File: config.mk
export PLATFORM = sky130hd
export DESIGN_NAME = serial_cra_adder
export DESIGN_NICKNAME = d
export VERILOG_FILES = /design/src/rtl/serial_cra_adder.sv
export SDC_FILE = /design/constraint.sdc
export NUM_CORES = 1
export LEC_CHECK = 0
export ABC_AREA = 0
export BUFFER_PORTS_ARGS = -buffer_cell sky130_fd_sc_hd__buf_4
export CAP_MARGIN = 25
export CORE_MARGIN = 1.5
export CORE_UTILIZATION = 35
export CTS_BUF_LIST = sky130_fd_sc_hd__clkbuf_4 sky130_fd_sc_hd__clkbuf_8
export DETAILED_ROUTE_END_ITERATION = 8
export SYNTH_ARGS = -nofsm -noshare
export SYNTH_HDL_FRONTEND = slang
export SYNTH_SLANG_ARGS = --single-unit
File: constraint.sdc
create_clock -name clk -period 3 [get_ports clk]
set_clock_uncertainty 0.1 [all_clocks]
set_input_delay 0.45 -clock clk [delete_from_list [all_inputs] [get_ports clk]]
set_output_delay 0.45 -clock clk [all_outputs]
set_load 0.005 [all_outputs]
File: src/rtl/serial_cra_adder.sv
// Digit-serial ripple-carry adder/subtractor: adds two WIDTH-bit operands DIGIT bits per cycle
// with a registered inter-digit carry, under a start/busy/done handshake.
module serial_cra_adder #(
    parameter int unsigned WIDTH = 16,
    parameter int unsigned DIGIT = 4
) (
    input  logic             clk,
    input  logic             rst,
    input  logic             start,
    input  logic [WIDTH-1:0] a,
    input  logic [WIDTH-1:0] b,
    input  logic             cin,
    input  logic [1:0]       mode,
    output logic             busy,
    output logic             done,
    output logic [WIDTH-1:0] s,
    output logic             cout,
    output logic             ovf
);

    localparam int unsigned N  = WIDTH / DIGIT;
    localparam int unsigned CW = (N > 1) ? $clog2(N) : 1;

    typedef enum logic [1:0] {StIdle, StRun, StDone} state_e;

    state_e           state_q, state_d;
    logic [WIDTH-1:0] a_q, a_d;
    logic [WIDTH-1:0] b_q, b_d;
    logic [WIDTH-1:0] s_q, s_d;
    logic             carry_q, carry_d;
    logic             cout_q, cout_d;
    logic             ovf_q, ovf_d;
    logic [CW-1:0]    cnt_q, cnt_d;

    logic [DIGIT:0]   dsum;
    logic [WIDTH-1:0] dig_ext;
    logic             msb_cin;
    logic             accept;
    logic             last;

    always_comb begin
        dsum = {1'b0, a_q[DIGIT-1:0]} + {1'b0, b_q[DIGIT-1:0]} + {{DIGIT{1'b0}}, carry_q};
        dig_ext = '0;
        dig_ext[DIGIT-1:0] = dsum[DIGIT-1:0];
        // Carry into the top bit of this digit, recovered from the sum bit.
        msb_cin = a_q[DIGIT-1] ^ b_q[DIGIT-1] ^ dsum[DIGIT-1];
        accept  = start && (state_q != StRun);
        last    = (cnt_q == CW'(N - 1));
    end

    always_comb begin
        state_d = state_q;
        a_d     = a_q;
        b_d     = b_q;
        s_d     = s_q;
        carry_d = carry_q;
        cout_d  = cout_q;
        ovf_d   = ovf_q;
        cnt_d   = cnt_q;
        unique case (state_q)
            StIdle, StDone: begin
                if (accept) begin
                    a_d = a;
                    b_d = (mode == 2'b10) ? ~b : b;
                    unique case (mode)
                        2'b00:   carry_d = cin;
                        2'b01:   carry_d = 1'b1;
                        2'b10:   carry_d = 1'b1;
                        default: carry_d = 1'b0;
                    endcase
                    cnt_d   = '0;
                    state_d = StRun;
                end else begin
                    state_d = StIdle;
                end
            end
            StRun: begin
                s_d     = (s_q >> DIGIT) | (dig_ext << (WIDTH - DIGIT));
                a_d     = a_q >> DIGIT;
                b_d     = b_q >> DIGIT;
                carry_d = dsum[DIGIT];
                cnt_d   = cnt_q + CW'(1);
                if (last) begin
                    cout_d  = dsum[DIGIT];
                    ovf_d   = msb_cin ^ dsum[DIGIT];
                    cnt_d   = '0;
                    state_d = StDone;
                end
            end
            default: state_d = StIdle;
        endcase
    end

    always_ff @(posedge clk) begin
        if (rst) begin
            state_q <= StIdle;
            a_q     <= '0;
            b_q     <= '0;
            s_q     <= '0;
            carry_q <= 1'b0;
            cout_q  <= 1'b0;
            ovf_q   <= 1'b0;
            cnt_q   <= '0;
        end else begin
            state_q <= state_d;
            a_q     <= a_d;
            b_q     <= b_d;
            s_q     <= s_d;
            carry_q <= carry_d;
            cout_q  <= cout_d;
            ovf_q   <= ovf_d;
            cnt_q   <= cnt_d;
        end
    end

    assign busy = (state_q == StRun);
    assign done = (state_q == StDone);
    assign s    = s_q;
    assign cout = cout_q;
    assign ovf  = ovf_q;

endmodule
==> results.md <==
Status:
- The run finished with clean final reports.

Pwr:
- The power density relative to cell area is a little under 500 nW/um^2.
- The share of power burned in registers is between 50 and 60%.
- Cell internal power was estimated by the tool at between 0.001 and 0.0015 W.
- The maximum resistive drop on vdd is ~0.21 mV.
- The share of total power in the clock network is 28.2%.
- The proportion of total power due to net switching is between 20% and 30%.
- The combinational cell fraction of total power is between 10% and 20%.
- The leakage power of the design is ~1.2 nW.
- The net switching power of the design is 0.000385 W.

Detailed routing:
- Detailed routing placed a total of between 200 and 300 microns of wire on met3.
- The number of vias per cell after detailed routing is 4.80.
- In the final routing, the length of wire on met1 measures between 2000 and 2500 microns.
- The highest layer touched by signal routing is met4.
- The met2 wirelength from detailed routing is approximately 2300 microns.
- In this run the remaining antenna-violating nets after routing total 0.
- After detailed routing, the average wire length per cell comes to between 10 and 15 microns.
- The count of TritonRoute iterations in the first routing pass is 4.
- The detailed router finished its first iteration with between 100 and 150 violations.
- The total number of vias is roughly 2,000.
- For this run, design rule violations remaining after detail routing come to 0.
- The total wirelength of the detailed-routed design is 4830 microns.

CTS:
- TritonCTS built the clock tree.
- The longest clock path from root to sink contains 2 buffers.
- After clock tree synthesis, the repair step resized 0 gates.
- The number of buffers added by the clock tree synthesis step is 5.
- The number of H-tree branching levels is 2.
- Clock-pin slew was measured on the worst setup and hold paths at around 0.1 ns.
- The insertion delay to the later sink of the worst-skew pair is around 0.3 ns.
- The number of post-CTS setup repair buffers is 0.
- Counting every sink on the clock net gives 55.
- In this run, post-CTS hold repair placed 0 buffers.
- The buffer cell driving the clock tree root is clkbuf_8.

Global routing:
- In the global route stage, overall resource usage came out at 13.4%.
- The initial antenna violation count came to 0.
- The total congestion overflow is 0.
- The number of global-route vias before repair is approximately 1,900.
- The wire length of the first global-routing pass is 8230 microns.
- The pin count of the biggest net entering global routing is 57.

Setup path:
- The category of the worst setup path capture point is a primary output.
- For the worst setup path, the data required time is approximately 2.5 ns.
- The signal on the critical path passes through nand2b_1 > inv_8 > buf_4.
- The data arrival time of the critical path is approximately 1.8 ns.
- For the worst flop-to-flop path, the logic depth is 5.
- The maximum net fanout on the critical path is 50.
- The critical path is of the flip-flop to primary output type.
- The worst setup path is launched from a flip-flop.
- The highest cell delay on the worst timing path is roughly 0.45 ns.
- For this design, the slowest cell found on the critical path is inv_8.

Timing:
- Static timing analysis puts the maximum clock frequency at between 400 and 500 MHz.
- Setup violations remaining at the end of the flow were counted as 0.
- The number of slew-limit violations in the final report was 0.
- Counting I/O delays and the setup requirement, the final critical path takes approximately 2.3 ns.
- The count of final hold-check violations is 0.
- The period utilization is between 70 and 80%.
- Measured against its own limit, the worst slew margin works out to a little under half.
- In the final timing run, aggregate negative setup slack is 0 ns.
- Setup repair after global routing left no endpoint under its margin.
- The transition at the pin with the smallest max-transition slack is approximately 0.8 ns.

Layout:
- The number of diodes is 0.
- The area used by multi-input combinational logic is about 1200 sq um.
- The commonest non-fill, non-tap cell in the layout is buf_4.
- The final cell count without fillers is roughly 420.
- In the layout the commonest cells are buf_4 (58), dfxtp_1 (55), nand2_1 (52).
- The core occupancy in the finished layout is around 43%.
- The register cell area after layout is around 1100 sq um.
- In the final layout, the share of cells above drive strength 1 is 22.7%.
- From synthesis to final layout, the design area changed by 19.7%.
- At the end of the flow, the number of nets in the layout was around 370.
- Counting the fill cells in the layout gives slightly above 700.

Placed design:
- At the end of routability-driven placement, the weighted congestion stood at ~0.74.
- The number of instances in the placed design is between 400 and 500.
- The total half-perimeter wirelength after legalization and detailed placement is between 3000 and 4000 microns.
- The count of buffers inserted at the top-level ports is 57.

Synthesis:
- The number of synthesized register bits is 55.
- In the synthesized netlist, the number of instances is roughly 280.
- The number of warnings reported in the yosys synthesis log is 0.
- Dividing the synthesized area by the synthesized cell count gives ~9 sq um.
- The number of enable-type register cells in the synthesized netlist is 0.
- For this run, the register share of the synthesized area comes to between 40 and 50%.
- The number of nets in the synthesized netlist is 324.
- After synthesis, the netlist uses 28 different library cells.
- The proportion of synthesized flip-flops having asynchronous set or reset is 0%.
- The synthesized netlist occupies a cell area of 2460 sq um.
- The most used flip-flop cell after synthesis is dfxtp_1.

Die:
- just under 60 I/O pins were placed.
- The area of the core region is roughly 6800 sq um.
- In this run the horizontal extent of the chip is roughly 87 microns.
- The initial utilization of the core area, before any placement, comes to a little over a third.
- After floorplanning, the core was divided into 30 placement rows.
- The floorplan die area is between 7000 and 8000 sq um.
- Measured along the y axis, the die boundary spans approximately 87 microns.

Worst hold path:
- The path category of the worst min-delay check is primary input to flip-flop.
- The worst hold path passes through 3 cells.

Run:
- Across the run, the number of max-cap violations was 0.
## through the flow
stage	setup WS [ns]	hold WS, ns	cell area (sq um)	power, W
floorplan	0.984	0.336	2460	0.000984
global placement	0.863	0.342	2860	0.00104
detailed placement	0.813	0.347	2860	0.00105
CTS	0.654	0.288	2950	0.00145
global route	0.528	0.285	2950	0.00151
finish	0.700	0.288	2950	0.00143
## final cells by class
| cell class | instances | share of cell area [%] |
|---|---|---|
| sequential | 55 | 37.3 |
| clock inverter | 2 | 0.424 |
| tap | 96 | 4.07 |
| timing repair buffer | 58 | 14.8 |
| inverter | 8 | 1.27 |
| multi-input combinational | 192 | 39.6 |
| clock buffer | 6 | 2.59 |
## cell families after synthesis
group	count (synthesis)	share of synthesized area, %
simple gates	83	14.3
compound gates	82	21.4
flops	55	44.7
buf+inv	30	8.07
xor+xnor	18	6.40
fa+ha+maj	9	5.18
## worst max-delay path, delay by kind of cell, from the launching register on
family	cells	cell delay (ns)
buffers and inverters	2	0.63
and+or+nand+nor	1	0.44
DFF	1	0.38
## power by group through the flow
stage | registers, W | clock network (W) | logic, W
2_1_floorplan | 0.000807 | 0 | 0.000177
3_3_place_gp | 0.000811 | 0 | 0.000233
3_5_place_dp | 0.000812 | 0 | 0.000237
4_1_cts | 0.000795 | 0.000416 | 0.000238
5_1_grt | 0.000801 | 0.000445 | 0.000265
6_report | 0.000795 | 0.000404 | 0.000233
## layer usage
layer	vias to the layer above	track usage, %
met4	0	3.96
met5	-	0
met3	5	2.84
met1	908	17.3
li1	1029	-
met2	61	22.6
## path summary, 6_finish.rpt
check	start	to	slack (ns)
worst max register to register	state_q[1]	carry_q	0.84
worst max-delay path	state_q[0]	busy	0.70
worst min-delay path	a[12]	a_q[12]	0.29
worst min register to register	b_q[7]	b_q[7]	0.36
## Yosys cell counts, types with 3 or more instances
master    number  area [sq um]
a21oi_1       42           210
nand2_1       52           195
xor2_1        15           131
buf_6          6          67.6
nor2_1        20          75.1
dfxtp_1       55          1100
nand2b_1       3          18.8
xnor2_1        3          26.3
clkbuf_1       3          11.3
inv_1          7          26.3
ha_1           7          87.6
buf_2          6          30.0
a22oi_1       33           248
buf_4          4          30.0
## state kept, by name, summed over array words and instances (netlist names)
name and flops:
a_q 16, b_q 16, s 16, cnt_q 2, state_q 2, carry_q 1
cout 1, ovf 1
Note: power is estimated with default switching activity, not from simulation.
